--- src/rtl/iir_coeff_loader.sv ---
// Loads a biquad IIR coefficient set from a checksummed 19-byte stream frame
// into a shadow copy, then commits the whole set at once on a sample strobe.
module iir_coeff_loader #(
    parameter logic [39:0] DEF_CX  = 40'h000040FC99,
    parameter logic [7:0]  DEF_CX0 = 8'd3,
    parameter logic [7:0]  DEF_CX1 = 8'd3,
    parameter logic [7:0]  DEF_CX2 = 8'd1,
    parameter logic [23:0] DEF_CY0 = 24'h000000,
    parameter logic [23:0] DEF_CY1 = 24'h000000,
    parameter logic [23:0] DEF_CY2 = 24'h000000,
    parameter logic [15:0] TIMEOUT = 16'd4096
) (
    input  logic        clk,
    input  logic        reset,
    input  logic        sample_ce,
    input  logic        in_valid,
    input  logic [7:0]  in_data,
    output logic        in_ready,
    output logic [39:0] cx,
    output logic [7:0]  cx0,
    output logic [7:0]  cx1,
    output logic [7:0]  cx2,
    output logic [23:0] cy0,
    output logic [23:0] cy1,
    output logic [23:0] cy2,
    output logic        loaded,
    output logic        done,
    output logic        err,
    output logic        busy
);

    typedef enum logic [1:0] {
        IDLE,
        PAYLOAD,
        CHECKSUM,
        PENDING
    } state_t;

    typedef struct packed {
        logic [39:0] cx;
        logic [7:0]  cx0;
        logic [7:0]  cx1;
        logic [7:0]  cx2;
        logic [23:0] cy0;
        logic [23:0] cy1;
        logic [23:0] cy2;
    } coeff_t;

    localparam logic [7:0] HEADER           = 8'hA5;
    localparam logic [4:0] LAST_PAYLOAD_IDX = 5'd17;
    localparam coeff_t     DEF_SET          = '{
        cx:  DEF_CX,
        cx0: DEF_CX0,
        cx1: DEF_CX1,
        cx2: DEF_CX2,
        cy0: DEF_CY0,
        cy1: DEF_CY1,
        cy2: DEF_CY2
    };

    state_t      state_q, state_d;
    logic [4:0]  idx_q, idx_d;
    logic [7:0]  xor_q, xor_d;
    logic [15:0] tmo_q, tmo_d;
    coeff_t      shadow_q, shadow_d;
    coeff_t      coef_q, coef_d;
    logic        loaded_q, loaded_d;
    logic        done_q, done_d;
    logic        err_q, err_d;

    logic        accept;
    logic        tmo_hit;
    logic        reject;

    // Multi-byte fields arrive least-significant byte first.
    function automatic coeff_t write_field(input coeff_t s, input logic [4:0] idx,
                                           input logic [7:0] b);
        coeff_t r;
        r = s;
        case (idx)
            5'd1:    r.cx[7:0]   = b;
            5'd2:    r.cx[15:8]  = b;
            5'd3:    r.cx[23:16] = b;
            5'd4:    r.cx[31:24] = b;
            5'd5:    r.cx[39:32] = b;
            5'd6:    r.cx0       = b;
            5'd7:    r.cx1       = b;
            5'd8:    r.cx2       = b;
            5'd9:    r.cy0[7:0]   = b;
            5'd10:   r.cy0[15:8]  = b;
            5'd11:   r.cy0[23:16] = b;
            5'd12:   r.cy1[7:0]   = b;
            5'd13:   r.cy1[15:8]  = b;
            5'd14:   r.cy1[23:16] = b;
            5'd15:   r.cy2[7:0]   = b;
            5'd16:   r.cy2[15:8]  = b;
            5'd17:   r.cy2[23:16] = b;
            default: r = s;
        endcase
        return r;
    endfunction

    assign in_ready = (state_q != PENDING);
    assign busy     = (state_q != IDLE);
    assign accept   = in_valid & in_ready;
    assign tmo_hit  = (tmo_q == TIMEOUT - 16'd1);

    always_comb begin
        state_d  = state_q;
        idx_d    = idx_q;
        xor_d    = xor_q;
        tmo_d    = tmo_q;
        shadow_d = shadow_q;
        coef_d   = coef_q;
        loaded_d = loaded_q;
        done_d   = 1'b0;
        err_d    = 1'b0;
        reject   = 1'b0;

        case (state_q)
            IDLE: begin
                if (accept && in_data == HEADER) begin
                    state_d = PAYLOAD;
                    idx_d   = 5'd1;
                    xor_d   = '0;
                    tmo_d   = '0;
                end
            end
            PAYLOAD: begin
                if (accept) begin
                    shadow_d = write_field(shadow_q, idx_q, in_data);
                    xor_d    = xor_q ^ in_data;
                    idx_d    = idx_q + 5'd1;
                    tmo_d    = '0;
                    if (idx_q == LAST_PAYLOAD_IDX) begin
                        state_d = CHECKSUM;
                    end
                end else if (tmo_hit) begin
                    reject = 1'b1;
                end else begin
                    tmo_d = tmo_q + 16'd1;
                end
            end
            CHECKSUM: begin
                if (accept) begin
                    if (in_data == xor_q) begin
                        state_d = PENDING;
                        tmo_d   = '0;
                    end else begin
                        reject = 1'b1;
                    end
                end else if (tmo_hit) begin
                    reject = 1'b1;
                end else begin
                    tmo_d = tmo_q + 16'd1;
                end
            end
            PENDING: begin
                // Entry edge is the checksum edge, so a strobe coincident with
                // the checksum byte can never commit.
                if (sample_ce) begin
                    coef_d   = shadow_q;
                    done_d   = 1'b1;
                    loaded_d = 1'b1;
                    state_d  = IDLE;
                    idx_d    = '0;
                end
            end
            default: begin
                state_d = IDLE;
            end
        endcase

        if (reject) begin
            err_d    = 1'b1;
            state_d  = IDLE;
            idx_d    = '0;
            xor_d    = '0;
            tmo_d    = '0;
            shadow_d = '0;
        end
    end

    always_ff @(posedge clk or posedge reset) begin
        if (reset) begin
            state_q  <= IDLE;
            idx_q    <= '0;
            xor_q    <= '0;
            tmo_q    <= '0;
            shadow_q <= '0;
            coef_q   <= DEF_SET;
            loaded_q <= 1'b0;
            done_q   <= 1'b0;
            err_q    <= 1'b0;
        end else begin
            state_q  <= state_d;
            idx_q    <= idx_d;
            xor_q    <= xor_d;
            tmo_q    <= tmo_d;
            shadow_q <= shadow_d;
            coef_q   <= coef_d;
            loaded_q <= loaded_d;
            done_q   <= done_d;
            err_q    <= err_d;
        end
    end

    assign cx     = coef_q.cx;
    assign cx0    = coef_q.cx0;
    assign cx1    = coef_q.cx1;
    assign cx2    = coef_q.cx2;
    assign cy0    = coef_q.cy0;
    assign cy1    = coef_q.cy1;
    assign cy2    = coef_q.cy2;
    assign loaded = loaded_q;
    assign done   = done_q;
    assign err    = err_q;

endmodule

--- config.mk ---
export PLATFORM = sky130hd
export DESIGN_NAME = iir_coeff_loader
export DESIGN_NICKNAME = d
export VERILOG_FILES = /design/src/rtl/iir_coeff_loader.sv
export SDC_FILE = /design/constraint.sdc
export NUM_CORES = 1
export LEC_CHECK = 0
export ABC_CLOCK_PERIOD_IN_PS = 11100
export BUFFER_PORTS_ARGS = -buffer_cell sky130_fd_sc_hd__clkbuf_2
export CORE_MARGIN = 2
export CORE_UTILIZATION = 55
export CTS_CLUSTER_DIAMETER = 100
export DETAILED_ROUTE_END_ITERATION = 12
export GPL_ROUTABILITY_DRIVEN = 1
export PLACE_DENSITY_LB_ADDON = 0.05
export SYNTH_ARGS = -nofsm -noshare
export SYNTH_HDL_FRONTEND = slang
export SYNTH_SLANG_ARGS = --single-unit
--- constraint.sdc ---
create_clock -name clk -period 11.1 [get_ports clk]
set_input_delay 1.11 -clock clk [delete_from_list [all_inputs] [get_ports clk]]
set_output_delay 1.11 -clock clk [all_outputs]
set_load 0.005 [all_outputs]
==> results.sh, run 1 <==
export IMPL_cts_tree="built"
export IMPL_first_global_vias=8384
export IMPL_num_vias=8785
export IMPL_synth_most_common_cell="dfrtp_1"
export IMPL_slowest_stage="buf_4"
export IMPL_p_total_mw=2.94
export IMPL_syn_nets=1129
export IMPL_die_area_mm2=0.0244
export IMPL_synth_edf_count=0
export IMPL_cts_clk_slew_worst_paths_ns=0.06
export IMPL_syn_area_per_cell_um2=11.5
export IMPL_root_buffer="clkbuf_16"
export IMPL_synthCells=1106
export IMPL_multiInputGateArea_mm2=0.00471
export IMPL_h_tree_depth=1
export IMPL_synth_commonest_cells="dfrtp_1 (290), mux2_2 (136), nand2_1 (130)"
export IMPL_cts_hold_buf=0
export IMPL_grt_antenna_before_repair=0
export IMPL_routabilityCongestion=0.794
export IMPL_async_flop_share_pct=100
export IMPL_drive_above_1_share_pct=30.1
export IMPL_insertion_delay_ns=0.56
export IMPL_wire_per_inst_um=19.2
export IMPL_fin_crit_ns=3.65
export IMPL_maxSlewViolCount=0
export IMPL_area_growth_pct=15.3
export IMPL_finalHoldViolCount=0
export IMPL_overflow=0
export IMPL_crit_required_ns=11.54
export IMPL_worst_setup_path_end_kind="register"
export IMPL_routed_wl_mm=29.4
export IMPL_ys_seq_area_share_pct=60.1
export IMPL_cts_num_sinks=306
export IMPL_yosysTopAreaCellShare_pct=56.8
export IMPL_drtPass1Iterations=5
export IMPL_reg2reg_setup_slack_ns=7.45
export IMPL_synth_area_mm2=0.0128
export IMPL_portBuffers=152
export IMPL_status="completed"
export IMPL_diodes=0
export IMPL_cap_violations=0
export IMPL_slew_headroom_pct=24.5
export IMPL_fmax_mhz=274
export IMPL_cts_buffers=31
export IMPL_internal_power_mw=2.09
export IMPL_setup_violations=0
export IMPL_final_area_mm2=0.0147
export IMPL_p_clk_share_pct=37.0
export IMPL_crit_family="buffers and inverters"
export IMPL_tns_ns=0
export IMPL_combinationalPowerShare_pct=18.3
export IMPL_start_kind="register"
export IMPL_grtUsageTotal_pct=24.4
export IMPL_ioPinCount=153
export IMPL_p_per_area_mw_per_mm2=200
export IMPL_ys_warn_count=0
export IMPL_worstMarginPinSlew_ns=1.13
export IMPL_cts_resized=0
export IMPL_drc=0
export IMPL_seqPwrFrac_pct=44.7
export IMPL_rows=55
export IMPL_worst_endpoint_arrival_ns=4.08
export IMPL_rr_endpoint="cy1[3]"
export IMPL_drtIter0Drc=604
export IMPL_ys_flop_type="dfrtp_1"
export IMPL_final_core_util_pct=64.8
export IMPL_path_cells="ha_1 > nand2_1 > inv_4 > buf_4 > mux2_2"
export IMPL_skew_ns=0.0128
export IMPL_p_switching_uw=855
export IMPL_worstRegToRegCells=5
export IMPL_crit_type="register to register"
export IMPL_synth_area_leader_cell="dfrtp_1"
export IMPL_floorplan_initialDensity_pct=56.2
export IMPL_seqCellArea_mm2=0.00768
export IMPL_grt_pass1_wl_mm=47.4
export IMPL_cp_num_buf_inv=2
export IMPL_fill_cells=1829
export IMPL_reg2reg_from="state_q[1]"
export IMPL_peakVddDrop_mv=0.138
export IMPL_yosysUniqueCellTypes=44
export IMPL_slowest_delay_ns=0.89
export IMPL_fp_dieW_um=156
export IMPL_nets=1248
export IMPL_fin_crit_sh_pct=32.9
export IMPL_grt_max_degree=98
export IMPL_holdCritPathClass="register to register"
export IMPL_p_leak_nw=7.69
export IMPL_worstPathMaxFanout=86
export IMPL_placed_area_mm2=0.0136
export IMPL_synthTopCellsByArea="dfrtp_1 (57%), mux2_2 (12%), a21oi_1 (4.3%), nand3_1 (4.1%), nand2_1 (3.8%)"
export IMPL_synth_seq_cells=306
export IMPL_hold_end="cy0[12]"
export IMPL_die_y_um=156
export IMPL_viasPerCell=5.72
export IMPL_grt_setup_unrepaired="false"
export IMPL_dp_hpwl_mm=17.5
export IMPL_core_area_mm2=0.0227
export IMPL_whs_path_depth=1
export IMPL_ant_nets=0
export IMPL_swShare_pct=29.1
export IMPL_cts_buffer_depth=3
export IMPL_postCtsSetupRepairBufs=0
export IMPL_hp_start="cy0[12]"
-- power by group through the flow --
stage          clock network [mW]  registers [mW]  logic, mW
2_1_floorplan                   0            1.31      0.392
3_3_place_gp                    0            1.33      0.536
3_5_place_dp                    0            1.33      0.539
4_1_cts                      1.10            1.31      0.544
5_1_grt                      1.15            1.33      0.599
6_report                     1.09            1.32      0.538
-- kinds of logic (layout without fill, tap and decap cells) --
logic type	after synthesis	count (layout)	synth area share, %
and+or+nand+nor	355	355	12.8
DFF	306	306	60.1
muxes	178	178	15.3
AOI/OAI and AO/OA	158	158	7.09
buffers and inverters	90	234	3.10
adders and majority gates	11	11	1.08
xor gates and xnor gates	8	8	0.549
-- worst max-delay path by stage --
stage,slack (ns),depth (start not counted),end,from
2_1_floorplan,1.56,1,cx0[2],reset
3_3_place_gp,7.09,5,cy1[4],sample_ce
4_1_cts,7.46,5,cy1[19],state_q[0]
3_5_place_dp,7.01,5,cy0[3],sample_ce
5_1_grt,7.19,8,shadow_q[28],state_q[1]
6_report,7.45,5,cy1[3],state_q[1]
-- state kept, by name, indices dropped and copies added, names as in the netlist, 16 cells and up --
name and cells:
tmo_q 16, cy2 24, cx 40, cy1 24, cy0 24, shadow_q 136
-- cell usage in the layout (no fill, tap or decap), types with 3 or more instances in the layout --
cell,Yosys,final
a21o_1,12,12
and3_1,12,12
nor2_1,66,65
dfrtp_1,290,290
a211o_1,6,6
nand3b_1,10,10
clkbuf_2,0,152
clkinv_2,0,8
nor4_1,3,3
clkbuf_16,0,31
o31ai_1,7,7
xor2_1,8,8
nor4b_1,3,3
o21ai_0,12,12
clkbuf_8,0,7
nand3_1,104,104
mux2i_1,42,42
buf_4,2,11
mux2_2,136,136
nor3_1,5,5
nand2_1,130,130
bufinv_16,0,4
a21oi_1,110,110
inv_1,13,11
ha_1,11,11
nand4_1,6,6
dfstp_2,16,16
clkbuf_1,41,5
-- metal layers --
| layer | wire length (um) | GRT usage, % |
|---|---|---|
| met5 | 0 | 0 |
| met2 | 13700 | 37.9 |
| met4 | 731 | 6.16 |
| met1 | 13400 | 36.6 |
| met3 | 1520 | 3.52 |
-- per-stage QoR --
stage	hold slack, ns	setup WS, ns	instances
2_1_floorplan	0.459	1.56	1106
3_3_place_gp	0.487	7.09	1477
3_5_place_dp	0.491	7.01	1477
4_1_cts	0.507	7.46	1535
5_1_grt	0.517	7.19	1535
6_report	0.505	7.45	1535
-- area by class of cell --
type | count | share of cell area, %
Multi-Input combinational cell | 710 | 32.0
Inverter | 13 | 0.399
Sequential cell | 306 | 52.1
Clock buffer | 43 | 6.05
Tap cell | 285 | 2.42
Timing Repair Buffer | 163 | 5.73
Clock inverter | 15 | 1.26
No activity file was read; power rests on OpenSTA's default activity.
==> inputs of run 2 (changes only) <==
- ABC_AREA: not set -> 1
- ABC_CLOCK_PERIOD_IN_PS: 11100 -> 3200
- CORE_UTILIZATION: 55 -> 52
- clock period: 11.1 -> 3.2 ns (I/O delays scaled with it)
==> results.sh, run 2 <==
export IMPL_status="completed"
export IMPL_internal_power_mw=9.42
export IMPL_synth_compound_area_share_pct=11.0
export IMPL_p_total_mw=14.4
export IMPL_cts_buffer_depth=3
export IMPL_holdWs_ns=0.170
export IMPL_cts_num_sinks=306
export IMPL_overflow=0
export IMPL_grt_antenna_before_repair=0
export IMPL_dp_hpwl_mm=19.8
export IMPL_setup_violations=0
export IMPL_synth_area_mm2=0.0128
export IMPL_insertion_delay_ns=0.56
export IMPL_synth_commonest_cells="nand2_1 (542), dfrtp_1 (290), o21ai_0 (187)"
export IMPL_swShare_pct=34.7
export IMPL_async_flop_share_pct=100
export IMPL_largest_reg_flops=136
export IMPL_skew_ns=0.00985
export IMPL_drc=0
export IMPL_regMostFlops="shadow_q"
export IMPL_synth_fa_ha_area_share_pct=1.08
export IMPL_slew_headroom_pct=39.9
export IMPL_synthTopCellsByArea="dfrtp_1 (57%), nand2_1 (16%), o21ai_0 (7.3%), dfstp_2 (3.3%), inv_1 (3.2%)"
export IMPL_worstPathMaxFanout=25
export IMPL_ys_seq_area_share_pct=60.2
export IMPL_placed_area_mm2=0.0139
export IMPL_wire_per_inst_um=15.5
export IMPL_synth_area_leader_cell="dfrtp_1"
export IMPL_drive_above_1_share_pct=20.0
export IMPL_syn_nets=1431
export IMPL_ys_warn_count=0
export IMPL_worst_endpoint_arrival_ns=3.24
export IMPL_ys_flop_type="dfrtp_1"
export IMPL_maxSlewViolCount=0
export IMPL_fmax_mhz=352
export IMPL_synth_edf_count=0
export IMPL_grt_max_degree=201
export IMPL_final_cell_mix="nand2_1 (541), dfrtp_1 (290), o21ai_0 (187)"
export IMPL_crit_type="register to register"
export IMPL_worst_setup_path_end_kind="register"
export IMPL_core_area_mm2=0.0242
export IMPL_synth_xor_xnor_area_share_pct=0.480
export IMPL_area_growth_pct=17.2
export IMPL_nets=1583
export IMPL_grt_pass1_wl_mm=48.5
export IMPL_syn_area_per_cell_um2=9.06
export IMPL_grt_setup_unrepaired="false"
export IMPL_grtUsageTotal_pct=23.4
export IMPL_drtIter0Drc=502
export IMPL_routabilityCongestion=0.826
export IMPL_p_switching_mw=5.01
export IMPL_num_vias=9516
export IMPL_synth_top_family_by_area="simple AND/OR/NAND/NOR gates"
export IMPL_p_leak_nw=7.60
export IMPL_fill_cells=2121
export IMPL_cts_buffers=31
export IMPL_p_clk_share_pct=25.3
export IMPL_fin_crit_sh_pct=88.7
export IMPL_muxShareOfSynthArea_pct=0
export IMPL_diodes=0
export IMPL_ioPinCount=153
export IMPL_cts_clk_slew_worst_paths_ns=0.06
export IMPL_ant_nets=0
export IMPL_synth_seq_cells=306
export IMPL_die_area_mm2=0.0258
export IMPL_final_common_cell="nand2_1"
export IMPL_h_tree_depth=1
export IMPL_holdCritPathClass="input pin to register"
export IMPL_crit_required_ns=3.60
export IMPL_cts_tree="built"
export IMPL_cap_violations=0
export IMPL_viasPerCell=4.99
export IMPL_finalHoldViolCount=0
export IMPL_peakVddDrop_mv=0.724
export IMPL_floorplan_initialDensity_pct=52.8
export IMPL_start_kind="register"
export IMPL_p_per_area_mw_per_mm2=965
export IMPL_final_area_mm2=0.0150
export IMPL_synth_most_common_cell="nand2_1"
export IMPL_seqPwrFrac_pct=45.2
export IMPL_worstMarginPinSlew_ns=0.899
export IMPL_first_global_vias=9119
export IMPL_fin_crit_ns=2.84
export IMPL_combinationalPowerShare_pct=29.5
export IMPL_rows=57
export IMPL_die_y_um=161
export IMPL_synthCells=1408
export IMPL_drtPass1Iterations=7
export IMPL_routed_wl_mm=29.5
export IMPL_root_buffer="clkbuf_16"
export IMPL_yosysUniqueCellTypes=42
export IMPL_yosysTopAreaCellShare_pct=56.9
export IMPL_fp_dieW_um=161
export IMPL_portBuffers=152
export IMPL_postCtsSetupRepairBufs=0
export IMPL_synth_simple_area_share_pct=21.0
## run 2: power by group through the flow
stage / sequential [mW] / clock [mW] / combinational, mW
final: 6.52 / 3.65 / 4.25
after global placement: 6.55 / 0 / 4.18
after detailed placement: 6.58 / 0 / 4.29
after CTS: 6.53 / 3.74 / 4.32
after floorplan: 6.42 / 0 / 2.73
after global routing: 6.71 / 3.88 / 4.94
## run 2: kinds of logic after synthesis
logic type                 after synthesis
buffers and inverters                  189
AOI/OAI and AO/OA                      249
xor gates and xnor gates                 7
DFF                                    306
and+or+nand+nor                        646
adders and majority gates               11
## run 2: final cells by class
class / instances / area (um2) / area share (%)
multi-input combinational: 913 / 4300 / 28.8
sequential: 306 / 7680 / 51.3
clock inverter: 4 / 63.8 / 0.427
tap: 324 / 405 / 2.71
clock buffer: 53 / 998 / 6.68
inverter: 134 / 514 / 3.44
timing repair buffer: 174 / 991 / 6.63
## run 2: metrics by stage
step / worst slack (ns) / std cells / TNS (ns) / utilization, %
after floorplan: -1.18 / 1408 / -342.98 / -
after global placement: 0.399 / 1850 / 0 / 57.4
after detailed placement: 0.178 / 1850 / 0 / 57.4
after CTS: 0.172 / 1908 / 0 / 61.8
after global routing: 0.0857 / 1908 / 0 / 61.8
final: 0.361 / 1908 / 0 / 61.8
## run 2: critical path, stage by stage (launching register included)
cell     delay (ns)
dfrtp_1        0.41
ha_1           0.28
inv_2          0.08
nand2_2        0.21
inv_1          0.22
nand3_2        0.15
nand2_4        0.11
nand2_8        0.23
inv_6          0.18
a21oi_2        0.60
o21ai_0        0.19
## run 2: routing by layer
| layer | part of all wire, % | global-route usage [%] | vias up |
|---|---|---|---|
| met3 | 3.9 | 2.82 | 49 |
| met2 | 46 | 37.2 | 206 |
| met5 | 0 | 0 | - |
| li1 | - | - | 4751 |
| met1 | 47 | 34.4 | 4510 |
| met4 | 2.5 | 6.51 | 0 |
## run 2: worst paths after layout
check | slack, ns | start | endpoint | cells past startpoint
max | 0.36 | state_q[1] | shadow_q[12] | 10
min | 0.17 | in_data[4] | xor_q[4] | 6
max reg2reg | 0.36 | state_q[1] | shadow_q[12] | 10
min reg2reg | 0.46 | cx1[1] | cx1[1] | 2
max in group asynchronous | 1.85 | reset | shadow_q[9] | 4
min in group asynchronous | 0.50 | reset | cx[21] | 3
## run 2: timing repair
item	4_1_cts	5_1_grt
hold endpoints to repair	19	0
hold buffers	1	0
resized for setup	0	1
setup endpoints to repair	0	6
==> inputs of run 3 (changes only) <==
- GPL_TIMING_DRIVEN: not set -> 0
==> results.sh, run 3 (same netlist as run 2, synthesis figures left out) <==
export IMPL_worstPathMaxFanout=10
export IMPL_cts_tree="built"
export IMPL_core_area_mm2=0.0242
export IMPL_ioPinCount=153
export IMPL_die_area_mm2=0.0258
export IMPL_worst_endpoint_arrival_ns=3.13
export IMPL_worst_setup_path_end_kind="register"
export IMPL_skew_ns=0.0125
export IMPL_p_total_mw=15.0
export IMPL_final_common_cell="nand2_1"
export IMPL_fmax_mhz=375
export IMPL_grt_max_degree=44
export IMPL_cts_clk_slew_worst_paths_ns=0.06
export IMPL_cts_resized=0
export IMPL_ant_nets=0
export IMPL_die_y_um=161
export IMPL_num_vias=9771
export IMPL_maxSlewViolCount=0
export IMPL_drtPass1Iterations=8
export IMPL_slew_headroom_pct=36.8
export IMPL_p_per_area_mw_per_mm2=984
export IMPL_dp_hpwl_mm=21.3
export IMPL_dp_cells=1892
export IMPL_routed_wl_mm=31.0
export IMPL_drtIter0Drc=655
export IMPL_nets=1625
export IMPL_final_cell_mix="nand2_1 (542), dfrtp_1 (290), o21ai_0 (187)"
export IMPL_floorplan_initialDensity_pct=52.8
export IMPL_fin_crit_ns=2.67
export IMPL_insertion_delay_ns=0.55
export IMPL_cp_num_buf_inv=5
export IMPL_wire_per_inst_um=15.9
export IMPL_diodes=0
export IMPL_p_leak_nw=7.72
export IMPL_slowest_stage="dfrtp_1"
export IMPL_slowest_delay_ns=0.43
export IMPL_rows=57
export IMPL_grtUsageTotal_pct=24.4
export IMPL_grt_setup_unrepaired="false"
export IMPL_grt_antenna_before_repair=0
export IMPL_worstMarginPinSlew_ns=0.949
export IMPL_fp_dieW_um=161
export IMPL_root_buffer="clkbuf_16"
export IMPL_drive_above_1_share_pct=20.1
export IMPL_largest_reg_flops=136
export IMPL_drc=0
export IMPL_cts_buffer_depth=3
export IMPL_stdcell_count=1950
export IMPL_cts_buffers=31
export IMPL_routabilityCongestion=0.894
export IMPL_h_tree_depth=1
export IMPL_overflow=0
export IMPL_crit_required_ns=3.66
export IMPL_crit_family="simple AND/OR/NAND/NOR gates"
export IMPL_fin_crit_sh_pct=83.3
export IMPL_final_core_util_pct=63.1
export IMPL_grt_pass1_wl_mm=50.1
export IMPL_status="completed"
export IMPL_start_kind="register"
export IMPL_cap_violations=0
export IMPL_regMostFlops="shadow_q"
export IMPL_finalHoldViolCount=0
export IMPL_first_global_vias=9368
export IMPL_viasPerCell=5.01
export IMPL_portBuffers=152
export IMPL_holdCritPathClass="input pin to register"
export IMPL_path_cells="ha_1 > inv_2 > nand2_2 > buf_6 > o21ai_0 > nor2_1 > nand3_1 > nand2_4 > nand2_8 > inv_6 > buf_12 > nor2_4 > inv_2 > o21ai_0"
export IMPL_setup_violations=0
export IMPL_crit_type="register to register"
export IMPL_area_growth_pct=19.6
export IMPL_cts_num_sinks=306
export IMPL_peakVddDrop_mv=0.594
[run 3: changes by cell type in the layout (fill, tap and decap cells not counted), moves of 2 or more]
cell	previous run	this run
buf_4	16	2
buf_12	5	9
clkbuf_8	14	3
clkbuf_1	8	34
bufinv_16	1	9
clkinvlp_4	1	3
buf_1	0	4
clkinv_2	1	6
buf_2	0	13
buf_6	0	5
[run 3: final timing paths]
| check | start | endpoint | slack [ns] | depth (start not counted) |
|---|---|---|---|---|
| worst min-delay path | in_data[2] | xor_q[2] | 0.17 | 6 |
| max in group asynchronous | reset | cx2[0] | 1.49 | 7 |
| min in group asynchronous | reset | shadow_q[112] | 0.34 | 3 |
| worst max register to register | state_q[0] | shadow_q[77] | 0.53 | 14 |
| worst max-delay path | state_q[0] | shadow_q[77] | 0.53 | 14 |
| worst min register to register | cx[13] | cx[13] | 0.47 | 2 |
[run 3: metrics by stage]
stage / setup TNS (ns) / hold slack [ns] / setup slack (ns) / instance area [um2]
after floorplan: -342.98 / 0.442 / -1.18 / 12800
after global placement: -880.98 / 0.452 / -2.99 / 13900
after detailed placement: 0 / 0.361 / 0.518 / 14100
after CTS: 0 / 0.157 / 0.514 / 15300
after global routing: 0 / 0.199 / 0.315 / 15300
final: 0 / 0.175 / 0.533 / 15300
[run 3: routing by layer]
layer,global-route usage [%],share of wire [%],vias to the layer above,routed length (um)
met2,39.8,48,179,14700
met1,35.9,47,4734,14700
met4,4.75,1.5,0,450
met5,0,0,-,0
li1,-,-,4824,-
met3,2.71,3.5,34,1100
[run 3: what timing repair did]
action / CTS / global route
hold buffers: 1 / 0
endpoints found under the hold margin: 13 / 0
setup endpoints to repair: 0 / 0
buffers inserted: 0 / 0
[run 3: final cells by class]
cell class | instances | area (um2)
fill | 2079 | 8910
sequential | 306 | 7680
multi-input combinational | 913 | 4290
timing repair buffer | 161 | 931
clock buffer | 38 | 832
inverter | 134 | 514
tap | 324 | 405
clock inverter | 19 | 333
buffer | 55 | 284
[run 3: worst reg2reg max path, cell delays in order, from the launching register on]
cell and delay, ns:
dfrtp_1 0.43, ha_1 0.26, inv_2 0.10, nand2_2 0.06
buf_6 0.15, o21ai_0 0.12, nor2_1 0.06, nand3_1 0.14
nand2_4 0.13, nand2_8 0.12, inv_6 0.06, buf_12 0.16
nor2_4 0.32, inv_2 0.25, o21ai_0 0.23
[run 3: power by group]
group	internal (mW)	leakage, nW	total, mW	switching, mW
Combinational	1.67	3.30	4.46	2.79
Clock	2.57	0.568	4.08	1.51
Sequential	5.61	3.85	6.48	0.875
Total	9.85	7.72	15.0	5.18
